<file path="src/rtl/alu_bit_sequencer_if.sv">
// Purpose : request/result handshake plus the bit-serial link to the 1-bit logic unit.
// Latency : none (signal bundle only).
// Backpressure: valid/ready on both the request and the result sides.
// Ports   : in_valid/in_ready/in_op/in_a/in_b   request side
//           out_valid/out_ready/out_result/out_zero  result side
//           alu_sel_a/alu_sel_b/alu_o0/alu_o1/alu_out  logic-unit link
//           busy  status
// Modports: slave  = the sequencer itself
//           master = its environment (request producer, result consumer, logic unit)
interface alu_bit_sequencer_if #(
  parameter int WIDTH = 8
);
  logic             in_valid;
  logic             in_ready;
  logic [1:0]       in_op;
  logic [WIDTH-1:0] in_a;
  logic [WIDTH-1:0] in_b;

  logic             alu_sel_a;
  logic             alu_sel_b;
  logic             alu_o0;
  logic             alu_o1;
  logic             alu_out;

  logic             out_valid;
  logic             out_ready;
  logic [WIDTH-1:0] out_result;
  logic             out_zero;

  logic             busy;

  modport slave (
    input  in_valid, in_op, in_a, in_b, out_ready, alu_out,
    output in_ready, alu_sel_a, alu_sel_b, alu_o0, alu_o1,
           out_valid, out_result, out_zero, busy
  );

  modport master (
    output in_valid, in_op, in_a, in_b, out_ready, alu_out,
    input  in_ready, alu_sel_a, alu_sel_b, alu_o0, alu_o1,
           out_valid, out_result, out_zero, busy
  );
endinterface

</file>
<file path="src/rtl/alu_bit_sequencer.sv">
// Purpose : feeds a combinational 1-bit logic unit one operand-bit pair per cycle
//           (LSB first) and reassembles the returned bits into a WIDTH-bit word.
// Latency : request accepted at edge k -> out_valid from edge k+WIDTH; issue interval >= WIDTH+2.
// Backpressure: in_ready only in IDLE; result held in DONE until out_ready.
// Ports   : clk, rst (async, active-high); bus = alu_bit_sequencer_if.slave
//           (request, result, logic-unit link and busy).
module alu_bit_sequencer #(
  parameter int WIDTH = 8,
  parameter int CW    = 4
) (
  input  logic                 clk,
  input  logic                 rst,
  alu_bit_sequencer_if.slave   bus
);

  typedef enum logic [1:0] {
    IDLE  = 2'd0,
    SHIFT = 2'd1,
    DONE  = 2'd2
  } state_t;

  localparam logic [CW-1:0] LAST_BIT = CW'(WIDTH - 1);

  state_t           state;
  logic [1:0]       op_r;
  logic [WIDTH-1:0] a_shift;
  logic [WIDTH-1:0] b_shift;
  logic [WIDTH-1:0] result;
  logic [CW-1:0]    cnt;

  logic [WIDTH-1:0] out_result_r;
  logic             out_zero_r;
  logic             out_valid_r;
  logic             in_ready_r;
  logic             busy_r;

  // Result word including the bit the logic unit is returning this cycle.
  logic [WIDTH-1:0] next_result;
  assign next_result = {bus.alu_out, result[WIDTH-1:1]};

  always_ff @(posedge clk or posedge rst) begin
    if (rst) begin
      state        <= IDLE;
      op_r         <= '0;
      a_shift      <= '0;
      b_shift      <= '0;
      result       <= '0;
      cnt          <= '0;
      out_result_r <= '0;
      out_zero_r   <= 1'b0;
      out_valid_r  <= 1'b0;
      in_ready_r   <= 1'b1;
      busy_r       <= 1'b0;
    end else begin
      case (state)
        IDLE: begin
          if (bus.in_valid) begin
            state      <= SHIFT;
            op_r       <= bus.in_op;
            a_shift    <= bus.in_a;
            b_shift    <= bus.in_b;
            result     <= '0;
            cnt        <= '0;
            in_ready_r <= 1'b0;
            busy_r     <= 1'b1;
          end
        end

        SHIFT: begin
          // Zeros shift in from the top, so after WIDTH shifts both operand
          // registers are empty and alu_o0/alu_o1 fall to 0 without extra gating.
          result  <= next_result;
          a_shift <= a_shift >> 1;
          b_shift <= b_shift >> 1;
          cnt     <= cnt + CW'(1);
          if (cnt == LAST_BIT) begin
            // Final capture: publish the fully assembled word and its zero flag.
            state        <= DONE;
            op_r         <= '0;
            out_result_r <= next_result;
            out_zero_r   <= (next_result == '0);
            out_valid_r  <= 1'b1;
          end
        end

        DONE: begin
          // in_ready stays low here, so a new request cannot be taken on the
          // same edge that the result is consumed.
          if (bus.out_ready) begin
            state       <= IDLE;
            out_valid_r <= 1'b0;
            out_zero_r  <= 1'b0;
            in_ready_r  <= 1'b1;
            busy_r      <= 1'b0;
          end
        end

        default: begin
          state       <= IDLE;
          op_r        <= '0;
          out_valid_r <= 1'b0;
          out_zero_r  <= 1'b0;
          in_ready_r  <= 1'b1;
          busy_r      <= 1'b0;
        end
      endcase
    end
  end

  // Every output comes straight from a register.
  assign bus.in_ready   = in_ready_r;
  assign bus.busy       = busy_r;
  assign bus.alu_sel_a  = op_r[1];
  assign bus.alu_sel_b  = op_r[0];
  assign bus.alu_o0     = a_shift[0];
  assign bus.alu_o1     = b_shift[0];
  assign bus.out_valid  = out_valid_r;
  assign bus.out_result = out_result_r;
  assign bus.out_zero   = out_zero_r;

endmodule

</file>
<file path="src/flat_wrapper.sv">
// flat-port wrapper written by rule: the top's interface ports become plain ports
module alu_bit_sequencer_flat 
#(
  parameter int WIDTH = 8,
  parameter int CW    = 4
)
  (clk, rst, bus_in_valid, bus_in_op, bus_in_a, bus_in_b, bus_out_ready, bus_alu_out, bus_in_ready, bus_alu_sel_a, bus_alu_sel_b, bus_alu_o0, bus_alu_o1, bus_out_valid, bus_out_result, bus_out_zero, bus_busy);
  alu_bit_sequencer_if #(.WIDTH(WIDTH)) bus_i ();
  input  logic clk;
  input  logic rst;
  input wire logic [$bits(bus_i.in_valid)-1:0] bus_in_valid;
  input wire logic [$bits(bus_i.in_op)-1:0] bus_in_op;
  input wire logic [$bits(bus_i.in_a)-1:0] bus_in_a;
  input wire logic [$bits(bus_i.in_b)-1:0] bus_in_b;
  input wire logic [$bits(bus_i.out_ready)-1:0] bus_out_ready;
  input wire logic [$bits(bus_i.alu_out)-1:0] bus_alu_out;
  output wire logic [$bits(bus_i.in_ready)-1:0] bus_in_ready;
  output wire logic [$bits(bus_i.alu_sel_a)-1:0] bus_alu_sel_a;
  output wire logic [$bits(bus_i.alu_sel_b)-1:0] bus_alu_sel_b;
  output wire logic [$bits(bus_i.alu_o0)-1:0] bus_alu_o0;
  output wire logic [$bits(bus_i.alu_o1)-1:0] bus_alu_o1;
  output wire logic [$bits(bus_i.out_valid)-1:0] bus_out_valid;
  output wire logic [$bits(bus_i.out_result)-1:0] bus_out_result;
  output wire logic [$bits(bus_i.out_zero)-1:0] bus_out_zero;
  output wire logic [$bits(bus_i.busy)-1:0] bus_busy;
  assign bus_i.in_valid = bus_in_valid;
  assign bus_i.in_op = bus_in_op;
  assign bus_i.in_a = bus_in_a;
  assign bus_i.in_b = bus_in_b;
  assign bus_i.out_ready = bus_out_ready;
  assign bus_i.alu_out = bus_alu_out;
  assign bus_in_ready = bus_i.in_ready;
  assign bus_alu_sel_a = bus_i.alu_sel_a;
  assign bus_alu_sel_b = bus_i.alu_sel_b;
  assign bus_alu_o0 = bus_i.alu_o0;
  assign bus_alu_o1 = bus_i.alu_o1;
  assign bus_out_valid = bus_i.out_valid;
  assign bus_out_result = bus_i.out_result;
  assign bus_out_zero = bus_i.out_zero;
  assign bus_busy = bus_i.busy;
  alu_bit_sequencer #(.WIDTH(WIDTH), .CW(CW)) u_core (.clk(clk), .rst(rst), .bus(bus_i));
endmodule
</file>
<file path="config.mk">
export PLATFORM = sky130hd
export DESIGN_NAME = alu_bit_sequencer_flat
export DESIGN_NICKNAME = d
export VERILOG_FILES = /design/src/rtl/alu_bit_sequencer_if.sv /design/src/rtl/alu_bit_sequencer.sv /design/src/flat_wrapper.sv
export SDC_FILE = /design/constraint.sdc
export NUM_CORES = 1
export LEC_CHECK = 0
export CORE_MARGIN = 3
export CORE_UTILIZATION = 56
export CTS_CLUSTER_SIZE = 14
export DETAILED_ROUTE_END_ITERATION = 10
export GPL_TIMING_DRIVEN = 0
export PLACE_DENSITY_LB_ADDON = 0.05
export SLEW_MARGIN = 20
export SYNTH_ARGS = -nofsm -noshare
export SYNTH_HDL_FRONTEND = slang
export SYNTH_SLANG_ARGS = --single-unit
</file>
<file path="constraint.sdc">
create_clock -name clk -period 2.24 [get_ports clk]
set_clock_uncertainty 0.1 [all_clocks]
set_input_delay 0.448 -clock clk [delete_from_list [all_inputs] [get_ports clk]]
set_output_delay 0.448 -clock clk [all_outputs]
set_load 0.01 [all_outputs]
</file>
# Word level (Yosys, flattened, before mapping)
# Cells that the tools add are included.
# word_totals
regBits	44
# op_classes
n_reduce_logical	9
n_eq_ne	6
bitwise	3
n_addsub	1
muxes	25
# ops
operator	count
8-bit one-hot mux with 2 select lines	3
8-bit two-way mux	3
1-bit one-hot mux with 3 select lines	4
2-bit one-hot mux with 3 select lines	2
3-bit AND reduction	4
2-bit two-way mux	5
8-bit logical NOT	1
4-bit one-hot mux with 2 select lines	1
1-bit two-way mux	6
4-bit by 1-bit adder with 4-bit output (second input constant)	1
4-bit by 3-bit == test with 1-bit output (second input constant)	1
4-bit two-way mux	1
2-bit inequality test (second input constant)	2
2-bit AND reduction	2
1-bit NOT	3
2-bit by 1-bit == test with 1-bit output (second input constant)	1
2-bit == test (second input constant)	1
2-bit logical NOT	1
2-bit by 1-bit inequality test with 1-bit output (second input constant)	1
2-bit nonzero test	1

# Depth between registers and ports, before layout
# Gate-level depths: netlist (run 1).
# depth
word_depth	3
depth_mapped	6
depth_no_buf	4

# Worst setup path after synthesis (run 1)
# Ideal clock, no wire load.
# synth_timing
path_type	register -> register
start	register u_core.cnt[0]
end	register u_core.out_result_r[0] (netlist: u_core.bus.out_result[0])
period_less_slack_ns	1.443
arrival_time_ns	1.217
path_buffers	0
required_time_ns	2.015
stages_incl_launch_ff	5
setup_slack_ns	0.797
cell_sequence	dfrtp_1 ha_1 nand3b_4 nor2_8 mux2_4
# synth_via
elab_chain_len	2
# synth_lines
item	line	text
start: declaration	alu_bit_sequencer.sv:29	logic [CW-1:0] cnt;
start signal: assignment	alu_bit_sequencer.sv:75	cnt <= cnt + CW'(1);
4-bit by 3-bit == test with 1-bit output	alu_bit_sequencer.sv:76	if (cnt == LAST_BIT) begin
2-bit AND reduction (no line)	-	
end signal: assignment	alu_bit_sequencer.sv:80	out_result_r <= next_result;
end: declaration	alu_bit_sequencer.sv:31	logic [WIDTH-1:0] out_result_r;
# No other way between the ends.
# A chain may end at the register's enable or synchronous reset.

# Worst setup path in the final report (run 1)
# layout_timing
start	register u_core.in_ready_r (netlist: u_core.bus.in_ready)
end	output port bus_in_ready
# layout_rtl
item	line	text
start: declaration	alu_bit_sequencer.sv:34	logic in_ready_r;
start signal: assignment	alu_bit_sequencer.sv:52	in_ready_r <= 1'b1;
start signal: assignment	alu_bit_sequencer.sv:64	in_ready_r <= 1'b0;
start signal: assignment	alu_bit_sequencer.sv:93	in_ready_r <= 1'b1;
end: declaration	flat_wrapper.sv:17	output wire logic [$bits(bus_i.in_ready)-1:0] bus_in_ready;
# No word-level cell between the ends.

==> results of run 1 <==
## registers in the layout, indices dropped and copies added, names as in the netlist
register / count
u_core.op_r: 2
u_core.state: 2
u_core.cnt: 4
u_core.bus.out_valid: 1
u_core.bus.busy: 1
u_core.bus.out_zero: 1
u_core.a_shift: 8
u_core.bus.out_result: 8
u_core.bus.in_ready: 1
u_core.result: 7
u_core.b_shift: 8
## power groups by stage
stage / clock, uW / combinational, uW / sequential [uW]
final: 490 / 1570 / 1360
after global routing: 529 / 1710 / 1400
after CTS: 504 / 1590 / 1350
after detailed placement: 0 / 1570 / 1360
after global placement: 0 / 1500 / 1340
after floorplan: 0 / 1000 / 1360
## cells by family (layout without fill, tap and decap cells)
group / count (synthesis) / count (layout) / synth area share [%]
AOI/OAI and AO/OA: 70 / 70 / 24.38
and+or+nand+nor: 40 / 40 / 13.25
DFF: 43 / 43 / 50.71
muxes: 8 / 8 / 5.654
buffers and inverters: 17 / 64 / 5.418
adders and majority gates: 1 / 1 / 0.5888
## per-stage QoR
step           setup slack, ns  std cells  setup TNS, ns  total power [uW]
2_1_floorplan           0.6909        179              0              2361
3_3_place_gp          -0.09420        263         -3.900              2843
3_5_place_dp            0.2101        264              0              2934
4_1_cts                 0.2582        272              0              3447
5_1_grt                 0.2399        272              0              3642
6_report                0.2731        272              0              3425
## cells in the final DEF (no fill, tap or decap), drive strengths merged
master	count
dfrtp	42
clkdlybuf4s50	38
o21ai	20
a21oi	17
a22oi	14
nor2b	11
clkbuf	10
buf	9
a22o	8
mux2	8
and2b	7
nor2	6
nand2	5
inv	5
nand3	3
o2bb2ai	3
a32o	2
nor4	2
and3b	2
a31oi	2
a31o	2
o21bai	1
nand2b	1
nand3b	1
nor3b	1
o21a	1
or3	1
ha	1
clkinv	1
clkinvlp	1
dfstp	1
## metal layers
layer  wire (um)  part of all wire (%)  up-vias  global-route usage, %
met4          75                   1.6        0                  8.861
met1        2031                    43      790                  29.53
met3         268                   5.7       11                  6.156
met2        2350                    50       47                  36.21
li1            -                     -      747                      -
met5           0                     0        -                      0
## worst paths after layout
check | start | endpoint | cells past startpoint
max | u_core.bus.in_ready | bus_in_ready | 1
min | rst | u_core.bus.out_result[5] | 2
max reg2reg | u_core.cnt[0] | u_core.bus.out_result[7] | 4
min reg2reg | u_core.a_shift[7] | u_core.a_shift[7] | 1
max in group asynchronous | rst | u_core.bus.in_ready | 3
min in group clk | u_core.a_shift[7] | u_core.a_shift[7] | 1
## area by class of cell
class | instances | area (um2) | area share (%)
Timing Repair Buffer | 39 | 400.4 | 15.01
Inverter | 5 | 18.77 | 0.7036
Sequential cell | 43 | 1077 | 40.38
Buffer | 12 | 96.34 | 3.612
Tap cell | 46 | 57.56 | 2.158
Clock inverter | 2 | 12.51 | 0.4690
Clock buffer | 6 | 72.57 | 2.720
Multi-Input combinational cell | 119 | 932.1 | 34.94
==> impl_metrics.env, run 1 <==
export IMPL_maxSlewHeadroom_pct=67.39
export IMPL_dp_hpwl_um=3307
export IMPL_cts_num_sinks=43
export IMPL_netlist_instances=179
export IMPL_synthTopCellsByCount="42 x dfrtp_1, 14 x a22oi_1, 12 x o21ai_0, 9 x a21oi_1, 9 x nor2b_1"
export IMPL_clock_path_buffers=2
export IMPL_fillers=232
export IMPL_h_tree_depth=2
export IMPL_port_buffer_count=38
export IMPL_yosysSeqAreaShare_pct=50.71
export IMPL_path_max_fanout=3
export IMPL_status="completed"
export IMPL_p_sw_share_pct=37.39
export IMPL_overflow=0
export IMPL_criticalPathCategory="flop to output port"
export IMPL_final_core_util_pct=76.33
export IMPL_arrival_ns=1.42
export IMPL_fp_dieArea_mm2=0.004569
export IMPL_rsz0062_at_grt="false"
export IMPL_period_needed_ns=1.967
export IMPL_n_antenna_cell=0
export IMPL_nets=249
export IMPL_slew_violations=0
export IMPL_grt_use_total_pct=22.77
export IMPL_pwr_share_comb_pct=45.9
export IMPL_worst_pin_slew_ns=0.4892
export IMPL_syn_area_mm2=0.002125
export IMPL_routed_via_density=5.864
export IMPL_synth_edf_count=0
export IMPL_synth_top_flop_cell="dfrtp_1"
export IMPL_num_rows=21
export IMPL_yosys_cell_count_top_type="dfrtp_1"
export IMPL_crit_chain="clkdlybuf4s50_1"
export IMPL_syn_area_per_cell_um2=11.87
export IMPL_power_switching_uw=1280
export IMPL_synth_cell_types=40
export IMPL_p_clk_share_pct=14.3
export IMPL_r2r_slack_ns=0.64
export IMPL_drive_above_1_share_pct=23.01
export IMPL_grt_pass1_wl_um=7583
export IMPL_root_buffer="clkbuf_8"
export IMPL_start_kind="flop"
export IMPL_syn_to_final_growth_pct=25.56
export IMPL_ctsResizeCount=0
export IMPL_ys_ff_latch=43
export IMPL_leakage_uw=0.001177
export IMPL_die_w_um=67.60
export IMPL_async_flop_share_pct=100.0
export IMPL_drc_errors=0
export IMPL_synth_top_area_share_pct=49.47
export IMPL_clk_pin_slew_ns=0.08
export IMPL_cts_buffers=5
export IMPL_powerDensity_mw_per_mm2=1284
export IMPL_cp_num_buf_inv=1
export IMPL_worst_path_largest_cell_delay_ns=0.57
export IMPL_ant_nets=0
export IMPL_dr_pass1_iters=4
export IMPL_p_seq_share_pct=39.8
export IMPL_min_period_over_period_pct=87.81
export IMPL_dpl_instance_area_mm2=0.002582
export IMPL_grt_max_degree=32
export IMPL_ys_top_cells_by_area="dfrtp_1 49%, mux2_4 5.7%, a22oi_1 4.9%"
export IMPL_setup_violations=0
export IMPL_yosys_area_top_type="dfrtp_1"
export IMPL_drt_iter0_drc=91
export IMPL_initial_core_util_pct=60.79
export IMPL_min_path_type="primary input to asynchronous set/reset pin"
export IMPL_grt_pass1_vias=1578
export IMPL_p_int_uw=2144
export IMPL_cts_tree="built"
export IMPL_synth_fp_nets=203
export IMPL_clk_latency_ns=0.30
export IMPL_wirelength_um=4725
export IMPL_ir_drop_uv=769.5
export IMPL_final_hold_violation_count=0
export IMPL_die_h_um=67.60
export IMPL_postCtsSetupRepairBufs=0
export IMPL_drt_wirelength_per_cell_um=17.37
export IMPL_synth_warnings=0
export IMPL_place_congestion=0.7771
export IMPL_max_freq_mhz=508.4
export IMPL_path_delay_family="flip-flops"
export IMPL_core_area_mm2=0.003495
export IMPL_hold_ws_ns=0.3037
export IMPL_cts_hold_fix_buffers=0
export IMPL_slowest_stage="dfstp_2"
export IMPL_required_ns=1.69
export IMPL_postLayoutCellArea_mm2=0.002668
export IMPL_end_kind="output port"
export IMPL_dr_total_vias=1595
export IMPL_drv_cap=0
export IMPL_ioPinCount=39
export IMPL_grt_antenna_before_repair=0
No activity file was read; power rests on OpenSTA's default activity.
==> run 2: changes to the inputs <==
ABC_CLOCK_PERIOD_IN_PS = 2240   (was default)
==> results of run 2 <==
The final DEF is identical to that of run 1; final timing and power are the same.
